**src/rtl/ram_arbiter.sv**
```systemverilog
// ram_arbiter: shares one single-port RAM (1-cycle registered read) between
// the CPU and a DMA requester.
// - The CPU wins its enable slots.
// - DMA uses idle cycles.
// - A starvation guard steals one CPU slot once DMA has waited STARVE_LIMIT cycles.
// Optional feature macro: RAM_BOUNDS_CHECK_EN. When defined, addresses above
// RAM_TOP are still granted, but writes are dropped and reads return 8'hFF.
module ram_arbiter #(
    parameter int unsigned STARVE_LIMIT = 8,
    parameter logic [15:0] RAM_TOP      = 16'hBFFF
) (
    input  logic        clk,
    input  logic        reset,
    input  logic        cpu_en,
    input  logic [15:0] cpu_addr,
    input  logic        cpu_we,
    input  logic [7:0]  cpu_din,
    output logic [7:0]  cpu_dout,
    output logic        cpu_rdy,
    input  logic        dma_req,
    input  logic [15:0] dma_addr,
    input  logic        dma_we,
    input  logic [7:0]  dma_din,
    output logic        dma_ack,
    output logic [7:0]  dma_dout,
    output logic [15:0] ram_addr,
    output logic        ram_we,
    output logic [7:0]  ram_din,
    input  logic [7:0]  ram_dout
);

    localparam int unsigned CNT_W = $clog2(STARVE_LIMIT + 1);
    localparam logic [CNT_W-1:0] CNT_MAX = CNT_W'(STARVE_LIMIT);

    localparam logic [1:0] ST_IDLE    = 2'd0;
    localparam logic [1:0] ST_CPU_RSP = 2'd1;
    localparam logic [1:0] ST_DMA_RSP = 2'd2;

`ifdef RAM_BOUNDS_CHECK_EN
    localparam bit BOUNDS_EN = 1'b1;
`else
    localparam bit BOUNDS_EN = 1'b0;
`endif

    logic [1:0]       state_q, state_d;
    logic [CNT_W-1:0] wait_cnt_q, wait_cnt_d;
    logic             rsp_read_q, rsp_read_d;
    logic             rsp_oob_q, rsp_oob_d;
    logic [7:0]       cpu_dout_q, cpu_dout_d;
    logic [7:0]       dma_dout_q, dma_dout_d;
    logic [15:0]      ram_addr_q, ram_addr_d;
    logic [7:0]       ram_din_q, ram_din_d;

    logic             steal;
    logic             grant_cpu;
    logic             grant_dma;
    logic             cpu_oob;
    logic             dma_oob;
    logic             sel_we;
    logic             sel_oob;
    logic [7:0]       rsp_data;

    // Out-of-range flags; these are constant zero unless bounds checking is built in.
    assign cpu_oob = BOUNDS_EN && (cpu_addr > RAM_TOP);
    assign dma_oob = BOUNDS_EN && (dma_addr > RAM_TOP);

    // Per-cycle arbitration and RAM port steering.
    // Reset blocks all grants so that no write can leak out while reset is held.
    always_comb begin
        steal     = (wait_cnt_q == CNT_MAX) && cpu_en;
        grant_cpu = cpu_en && !steal && !reset;
        grant_dma = !grant_cpu && dma_req && (state_q != ST_DMA_RSP) && !reset;

        ram_addr = ram_addr_q;
        ram_din  = ram_din_q;
        sel_we   = 1'b0;
        sel_oob  = 1'b0;
        if (grant_cpu) begin
            ram_addr = cpu_addr;
            ram_din  = cpu_din;
            sel_we   = cpu_we;
            sel_oob  = cpu_oob;
        end else if (grant_dma) begin
            ram_addr = dma_addr;
            ram_din  = dma_din;
            sel_we   = dma_we;
            sel_oob  = dma_oob;
        end
        ram_we  = sel_we && !sel_oob;
        cpu_rdy = !steal;
    end

    // Response side: route captured RAM data to whichever owner was granted last cycle.
    always_comb begin
        rsp_data   = rsp_oob_q ? 8'hFF : ram_dout;
        dma_ack    = (state_q == ST_DMA_RSP);
        cpu_dout   = cpu_dout_q;
        dma_dout   = dma_dout_q;
        cpu_dout_d = cpu_dout_q;
        if ((state_q == ST_CPU_RSP) && rsp_read_q) begin
            cpu_dout_d = rsp_data;
        end
        if ((state_q == ST_DMA_RSP) && rsp_read_q) begin
            dma_dout = rsp_data;
        end
        dma_dout_d = dma_dout;
    end

    // Next-state: response state follows the grant; the wait counter saturates while DMA is held off.
    always_comb begin
        state_d    = ST_IDLE;
        rsp_read_d = 1'b0;
        rsp_oob_d  = 1'b0;
        if (grant_cpu) begin
            state_d    = ST_CPU_RSP;
            rsp_read_d = !cpu_we;
            rsp_oob_d  = cpu_oob;
        end else if (grant_dma) begin
            state_d    = ST_DMA_RSP;
            rsp_read_d = !dma_we;
            rsp_oob_d  = dma_oob;
        end

        wait_cnt_d = '0;
        if (dma_req && !grant_dma) begin
            wait_cnt_d = (wait_cnt_q == CNT_MAX) ? wait_cnt_q : wait_cnt_q + 1'b1;
        end

        ram_addr_d = ram_addr;
        ram_din_d  = ram_din;
    end

    // State registers with asynchronous reset.
    always_ff @(posedge clk or posedge reset) begin
        if (reset) begin
            state_q    <= ST_IDLE;
            wait_cnt_q <= '0;
            rsp_read_q <= 1'b0;
            rsp_oob_q  <= 1'b0;
            cpu_dout_q <= 8'h00;
            dma_dout_q <= 8'h00;
            ram_addr_q <= 16'h0000;
            ram_din_q  <= 8'h00;
        end else begin
            state_q    <= state_d;
            wait_cnt_q <= wait_cnt_d;
            rsp_read_q <= rsp_read_d;
            rsp_oob_q  <= rsp_oob_d;
            cpu_dout_q <= cpu_dout_d;
            dma_dout_q <= dma_dout_d;
            ram_addr_q <= ram_addr_d;
            ram_din_q  <= ram_din_d;
        end
    end

endmodule

```
**config.mk**
```make
export PLATFORM = sky130hd
export DESIGN_NAME = ram_arbiter
export DESIGN_NICKNAME = d
export VERILOG_FILES = /design/src/rtl/ram_arbiter.sv
export SDC_FILE = /design/constraint.sdc
export NUM_CORES = 1
export LEC_CHECK = 0
export ABC_AREA = 1
export BUFFER_PORTS_ARGS = -buffer_cell sky130_fd_sc_hd__buf_4
export CAP_MARGIN = 20
export CORE_MARGIN = 2
export CORE_UTILIZATION = 43
export CTS_BUF_LIST = sky130_fd_sc_hd__clkbuf_16
export DETAILED_ROUTE_END_ITERATION = 8
export PLACE_DENSITY = 0.85
export RECOVER_POWER = 100
export SYNTH_ARGS = -nofsm -noshare
export SYNTH_HDL_FRONTEND = slang
export SYNTH_SLANG_ARGS = --single-unit
```
**constraint.sdc**
```tcl
create_clock -name clk -period 1.2 [get_ports clk]
set_input_delay 0.06 -clock clk [delete_from_list [all_inputs] [get_ports clk]]
set_output_delay 0.06 -clock clk [all_outputs]
set_load 0.1 [all_outputs]
```
==> results.py, run 1 <==
metrics = {
    "status": {
        "exit_stage": "5_1_grt",
        "status": "aborted with a tool error",
        "toolErrorMsg": "[ERROR DPL-0033] detailed placement checks failed during check placement.",
    },
    "synthesis": {
        "synthTopCellsByArea": "dfrtp_1 49%, nand2_1 13%, inv_1 6.4%, nand3_1 5.6%, nand3b_1 5.0%",
        "postSynthRegisterBits": 47,
        "synth_nets": 361,
        "synthesis.yosys.warnings": 0,
        "synth_flop_cell": "dfrtp_1",
        "synth.most_common_cell": "nand2_1",
        "syn_area_per_cell_um2": 8.10,
        "synth_sequential_area_ratio": 0.489,
        "netlist_area_um2": 2410,
        "synth_top_cells_by_count": "81 x nand2_1, 47 x dfrtp_1, 41 x inv_1, 28 x nor2_1, 27 x nand3_1",
        "post_synth_num_cell_types": 24,
        "synthArstFlopShare": 1.00,
        "synth_top_cell_by_area": "dfrtp_1",
        "synth_top_area_frac": 0.489,
        "number_of_enable_type_register_cells_in_the_synthesized_netlist": 0,
        "synthesis.instances": 297,
    },
    "cts": {
        "cts_buffer_depth": 2,
        "cts.root.buffer_cell": "clkbuf_16",
        "cts-htree-levels": 2,
        "cts.sink_count": 47,
        "cts_made_buffers": 5,
    },
    "floorplan": {
        "io-pin-count": 105,
        "die_x_um": 78.8,
        "initial_utilization": 0.442,
        "die_height_um": 78.8,
        "placement_rows": 27,
    },
    "placement": {
        "pre_cts_slack_ns": -0.374,
        "place.detailed.hpwl_um": 5080,
        "dpl-instance-area_um2": 4030,
        "gp_congestion": 0.757,
        "io_buffer_count": 104,
    },
    "timing": {
        "worstEndpointGrtRepair": "ram_addr[0]",
        "timing.worst_endpoint.kind": "primary output",
    },
    "global_routing": {
        "grt_antenna_before_repair": 0,
        "maximum_number_of_pins_on_one_net_before_global_route_repair": 30,
    },
}
[cells by family after synthesis]
logic type	count (synthesis)	synth area share
fa+ha+maj	2	0.0104
buf+inv	57	0.112
simple gates	163	0.320
flops	47	0.489
xor+xnor	3	0.0109
compound gates	25	0.0582
[what timing repair did]
item                                    4_1_cts
hold endpoints to repair                     48
gates resized for setup                     154
setup buffers                                 7
endpoints found under the setup margin       67
pin swaps                                     1
hold buffers                                  2
[per-stage QoR]
stage          instances  hold slack, ns  utilization
2_1_floorplan        297           0.153            -
3_3_place_gp         496           0.133        0.741
3_5_place_dp         496           0.136        0.741
4_1_cts              513          0.0126        0.914
==> run 2: changes to the inputs <==
Settings changed: CORE_UTILIZATION 43 to 40, CTS_BUF_LIST sky130_fd_sc_hd__clkbuf_16 to unset, PLACE_DENSITY 0.85 to unset, PLACE_DENSITY_LB_ADDON set to 0.15.
Clock period 1.2 ns to 1.6 ns, I/O delays scaled along.
==> results.py, run 2 <==
metrics = {
    "status": {
        "status": "finished, violations left",
        "failed_checks": "setup timing",
    },
    "worst_setup_path": {
        "crit_chain": "inv_2, nand2_4, nor2_1, clkbuf_16, nand2_4, o21a_4, buf_12",
        "cp_data_arrival_time_ns": 1.75,
        "critical-path-top-delay-family": "buffers and inverters",
        "timing.critical_path.depth": 7,
        "reg2reg_setup_slack_ns": 0.12,
        "timing.reg2reg.worst_path_depth": 7,
        "end_kind": "primary output",
        "worst_ep_required_time_ns": 1.52,
        "critPathKind": "reg -> out",
        "timing.critical_path.fanout_max": 7,
        "critical-path-slowest-cell": "dfrtp_1",
        "critical-path-top-cell-by-count": "nand2_4",
        "setup.worst_path.start_class": "flop",
        "critical_path.max_stage_delay_ns": 0.39,
        "worst-path-buf-inv": 3,
    },
    "synthesis": {
        "synth_top_area_frac": 0.489,
        "netlist_area_um2": 2410,
        "number_of_enable_type_register_cells_in_the_synthesized_netlist": 0,
        "synth_nets": 361,
        "synthArstFlopShare": 1.00,
        "post_synth_num_cell_types": 24,
        "synthesis.yosys.warnings": 0,
        "synth_flop_cell": "dfrtp_1",
        "synth_top_cell_by_area": "dfrtp_1",
        "synthTopCellsByArea": "dfrtp_1 49%, nand2_1 13%, inv_1 6.4%, nand3_1 5.6%, nand3b_1 5.0%",
        "synth_top_cells_by_count": "81 x nand2_1, 47 x dfrtp_1, 41 x inv_1, 28 x nor2_1, 27 x nand3_1",
        "synthesis.instances": 297,
        "postSynthRegisterBits": 47,
        "syn_area_per_cell_um2": 8.10,
        "synth_sequential_area_ratio": 0.489,
        "synth.most_common_cell": "nand2_1",
    },
    "run": {
        "maxCapViolations": 0,
    },
    "timing": {
        "timing.final.crit_share": 1.14,
        "slew_violations": 0,
        "fmax_mhz": 546,
        "final.setup.tns_ns": -6.07,
        "setup_repair_after_global_routing_missed_its_margin": "yes",
        "final.min_clock_period_ns": 1.83,
        "finalClockSkew_ns": 0.00825,
        "transition_at_the_pin_with_the_smallest_max_transition_slack_ns": 0.850,
        "timing.slew.headroom": 0.433,
        "setup_viol_count_final": 33,
        "worst_slack_ns": -0.231,
        "final_hold_violation_count": 0,
    },
    "drt": {
        "drtIter0Drc": 68,
        "avgViaCountPerCell": 4.76,
        "m1WireLength_um": 3000,
        "detail_route.wirelength_um": 7420,
        "detail_route.first_pass.iterations": 4,
        "num_vias": 2391,
        "wire_length_on_met2_um": 3940,
        "ant_nets": 0,
        "highest_layer": "met4",
        "drt_wl_cell_um": 14.8,
        "met3WireLength_um": 357,
        "detail_route.drc_violations": 0,
    },
    "placement": {
        "io_buffer_count": 104,
        "gp_congestion": 0.815,
        "pre_cts_slack_ns": -0.0000474,
        "dpl-instance-area_um2": 3690,
        "place.detailed.hpwl_um": 4530,
    },
    "finish": {
        "area_growth_syn_to_layout_pct": 95.5,
        "final_cell_mix": "72 x buf_4, 48 x nand2_1, 47 x dfrtp_1, 37 x inv_1, 37 x buf_12",
        "largest_register": "ram_addr_q",
        "final_core_utilization": 0.804,
        "final_common_cell": "buf_4",
        "fillerInstances": 386,
        "antenna_cells": 0,
        "fraction_of_layout_instances_using_a_drive_strength_above_1": 0.560,
        "regArea_um2": 1180,
        "finish.net_count": 490,
        "final_cell_area_um2": 4700,
        "multi_input_area_um2": 1590,
        "largest_register_ffs": 16,
    },
    "floorplan": {
        "die_height_um": 81.6,
        "die_x_um": 81.6,
        "io-pin-count": 105,
        "placement_rows": 28,
        "initial_utilization": 0.411,
        "fp.coreArea_um2": 5850,
        "floorplan.die_area_um2": 6650,
    },
    "cts": {
        "cts_made_buffers": 5,
        "cts-htree-levels": 2,
        "cts_buffer_depth": 2,
        "clock_latency_ns": 0.31,
        "path_clk_slew_ns": 0.10,
        "cts.root.buffer_cell": "clkbuf_8",
        "tritoncts_clock_tree": "built",
        "cts.sink_count": 47,
    },
    "global_routing": {
        "first_global_vias": 2357,
        "global_route_wire_length_before_repair_um": 10900,
        "grt_antenna_before_repair": 0,
        "grt.total_usage": 0.213,
        "maximum_number_of_pins_on_one_net_before_global_route_repair": 27,
        "grt-ovfl-total": 0,
    },
    "pwr": {
        "power.total_w": 0.00606,
        "power_per_cell_area_nw_per_um2": 1290,
        "total_leakage_power_nw": 2.36,
        "power.ir.vdd_worst_v": 0.00122,
    },
    "min_path": {
        "min_delay_path_depth": 3,
        "hp-class": "in -> reg",
    },
}
run 2: cell counts after synthesis:
Identical to the previous run, type by type.
run 2: logic make-up (layout without fill, tap and decap cells):
| logic type | Yosys count | count (layout) | share of synthesized area |
|---|---|---|---|
| fa+ha+maj | 2 | 2 | 0.0104 |
| compound gates | 25 | 25 | 0.0582 |
| flops | 47 | 47 | 0.489 |
| xor+xnor | 3 | 3 | 0.0109 |
| simple gates | 163 | 164 | 0.320 |
| buf+inv | 57 | 186 | 0.112 |
run 2: through the flow:
stage,hold slack [ns],std cells
floorplan,0.173,297
global placement,0.185,476
detailed placement,0.189,476
CTS,0.00589,492
global route,0.0397,502
finish,0.0296,502
run 2: path summary, 6_finish.rpt:
kind,start,endpoint
worst max-delay path,state_q[0],dma_dout[2]
worst max register to register,state_q[0],dma_dout_q[7]
worst min-delay path,ram_dout[1],cpu_dout[1]
max in group asynchronous,reset,state_q[1]
min in group asynchronous,reset,wait_cnt_q[2]
worst min register to register,cpu_dout[1],cpu_dout[1]
run 2: cell type report:
cell class / count / share of cell area
sequential: 47 / 0.250
inverter: 44 / 0.0367
multi-input combinational: 194 / 0.338
timing repair buffer: 134 / 0.331
tap: 75 / 0.0200
clock buffer: 5 / 0.0146
clock inverter: 3 / 0.0101
run 2: repair_timing:
action                     in CTS  in global routing
gates cloned                    2                  3
pin swaps                       6                 16
setup buffers                   3                  8
hold buffers                    3                  0
hold endpoints to repair       23                  0
resized for setup             114                 54
setup endpoints to repair      33                 33
run 2: metal layers:
metal,track usage,up-vias
met5,0,-
met4,0.0627,0
met3,0.0429,13
met2,0.383,67
met1,0.257,1137
li1,-,1174
run 2: tightest hold or removal path, stage by stage:
cell and delay, ns:
buf_4 0.11, nand3_1 0.07, nand2_1 0.06
run 2: report_power, final:
group          switching, W  internal (W)  total [W]
Combinational       0.00242       0.00122    0.00364
Clock              0.000434      0.000474   0.000908
Sequential         0.000101       0.00141    0.00152
(Power assumes the default switching activity.)
==> run 3: changes to the inputs <==
Settings changed: CORE_UTILIZATION 40 to 37.
==> results.py, run 3 (same netlist as run 2, synthesis figures left out) <==
metrics = {
    "status": {
        "status": "finished, violations left",
        "failed_checks": "setup timing",
    },
    "timing": {
        "final.min_clock_period_ns": 1.86,
        "fmax_mhz": 538,
        "setup_viol_count_final": 25,
        "fin_hold_ws_ns": 0.0154,
        "transition_at_the_pin_with_the_smallest_max_transition_slack_ns": 0.602,
        "final_hold_violation_count": 0,
        "finalClockSkew_ns": 0.00364,
        "slew_violations": 0,
        "final.setup.tns_ns": -4.75,
        "timing.final.crit_share": 1.16,
        "worst_slack_ns": -0.258,
        "timing.slew.headroom": 0.598,
        "setup_repair_after_global_routing_missed_its_margin": "yes",
    },
    "drt": {
        "detail_route.drc_violations": 0,
        "detail_route.wirelength_um": 6930,
        "detail_route.first_pass.iterations": 4,
        "drt_wl_cell_um": 13.8,
        "avgViaCountPerCell": 4.75,
        "num_vias": 2385,
        "drtIter0Drc": 112,
        "ant_nets": 0,
    },
    "floorplan": {
        "die_x_um": 84.6,
        "placement_rows": 29,
        "die_height_um": 84.6,
        "fp.coreArea_um2": 6310,
        "io-pin-count": 105,
        "initial_utilization": 0.381,
        "floorplan.die_area_um2": 7160,
    },
    "min_path": {
        "hp-class": "in -> reg",
    },
    "finish": {
        "final_common_cell": "buf_4",
        "antenna_cells": 0,
        "final_cell_mix": "80 x buf_4, 49 x nand2_1, 47 x dfrtp_1, 39 x buf_12, 38 x inv_1",
        "area_growth_syn_to_layout_pct": 90.4,
        "final_core_utilization": 0.726,
        "largest_register_ffs": 16,
        "final_cell_area_um2": 4580,
        "fin_cells": 502,
        "largest_register": "ram_addr_q",
        "fraction_of_layout_instances_using_a_drive_strength_above_1": 0.548,
        "finish.net_count": 488,
    },
    "worst_setup_path": {
        "crit_end": "ram_din[4]",
        "reg2reg_setup_slack_ns": 0.10,
        "critical_path.startpoint": "wait_cnt_q[0]",
        "critical-path-top-delay-family": "simple AND/OR/NAND/NOR gates",
        "worst_ep_required_time_ns": 1.52,
        "timing.reg2reg.worst_path_depth": 9,
        "end_kind": "primary output",
        "critPathKind": "reg -> out",
        "critical_path.max_stage_delay_ns": 0.39,
        "r2r-end": "wait_cnt_q[3]",
        "critical-path-top-cell-by-count": "buf_12",
        "r2r-start": "wait_cnt_q[0]",
        "critical-path-slowest-cell": "dfrtp_1",
        "worst-path-buf-inv": 3,
        "cp_data_arrival_time_ns": 1.78,
        "setup.worst_path.start_class": "flop",
        "timing.critical_path.depth": 8,
        "crit_chain": "inv_2, ha_4, nand3_4, nand2_8, buf_12, nand3_1, nand2_4, buf_12",
        "timing.critical_path.fanout_max": 7,
    },
    "global_routing": {
        "maximum_number_of_pins_on_one_net_before_global_route_repair": 34,
        "first_global_vias": 2336,
        "grt.total_usage": 0.184,
        "grt-ovfl-total": 0,
        "grt_antenna_before_repair": 0,
        "global_route_wire_length_before_repair_um": 10600,
    },
    "placement": {
        "gp_congestion": 0.737,
        "placed_cells": 475,
        "io_buffer_count": 104,
        "dpl-instance-area_um2": 3690,
        "place.detailed.hpwl_um": 4420,
    },
    "cts": {
        "path_clk_slew_ns": 0.09,
        "cts-htree-levels": 2,
        "cts_made_buffers": 5,
        "clock_latency_ns": 0.30,
        "cts.sink_count": 47,
        "cts.root.buffer_cell": "clkbuf_8",
        "cts_buffer_depth": 2,
        "tritoncts_clock_tree": "built",
    },
    "pwr": {
        "total_leakage_power_nw": 2.25,
        "power_per_cell_area_nw_per_um2": 1280,
        "power.ir.vdd_worst_v": 0.00114,
    },
    "run": {
        "maxCapViolations": 0,
    },
}
run 3: changes by cell type in the layout (fill, tap and decap cells not counted), sizes merged:
cell	before	now
buf	115	121
bufinv	1	0
clkbuf	21	16
clkinvlp	0	1
dlygate4sd3	3	2
inv	45	44
nand2	86	85
run 3: stage by stage:
stage               setup WS, ns  total power, W
floorplan                 -0.108         0.00383
global placement          0.0353         0.00442
detailed placement        0.0142         0.00445
CTS                       -0.227         0.00568
global route              -0.320         0.00611
finish                    -0.258         0.00588
run 3: cell type report:
class,count,area [um2]
timing repair buffer,133,1510
clock buffer,6,82.6
inverter,44,170
fill,473,1730
sequential,47,1180
clock inverter,2,16.3
multi-input combinational,193,1530
tap,77,96.3
run 3: repair_timing:
action / CTS / global route
hold buffers: 2 / 0
resized for setup: 93 / 50
endpoints found under the hold margin: 15 / 0
cloned: 1 / 1
pin swaps: 6 / 23
buffers inserted: 4 / 11
endpoints found under the setup margin: 33 / 33
run 3: layer usage:
| layer | GRT usage | vias up | routed length [um] |
|---|---|---|---|
| met5 | 0 | - | 0 |
| met4 | 0.0577 | 0 | 136 |
| met3 | 0.0482 | 10 | 471 |
| met2 | 0.313 | 90 | 3480 |
| met1 | 0.228 | 1115 | 2840 |
| li1 | - | 1170 | - |
run 3: worst min path at each step:
stage                startpoint       endpoint  cells past startpoint
finish              ram_dout[1]    cpu_dout[1]                      3
global route        cpu_addr[3]  ram_addr_q[3]                      3
CTS                 ram_dout[1]    cpu_dout[1]                      3
detailed placement        reset   ram_din_q[0]                      2
global placement          reset   ram_din_q[3]                      2
floorplan                dma_we     rsp_read_q                      1
run 3: report_power, final:
group	total, W	leakage [nW]	internal (W)	switching, W
logic	0.00361	1.64	0.00121	0.00240
registers	0.00150	0.562	0.00141	0.0000873
clock network	0.000775	0.0474	0.000353	0.000422
total	0.00588	2.25	0.00297	0.00291
run 3: worst min-delay path, stage by stage:
cell and delay [ns]:
buf_4 0.08, nand3_1 0.06, nand2_1 0.06
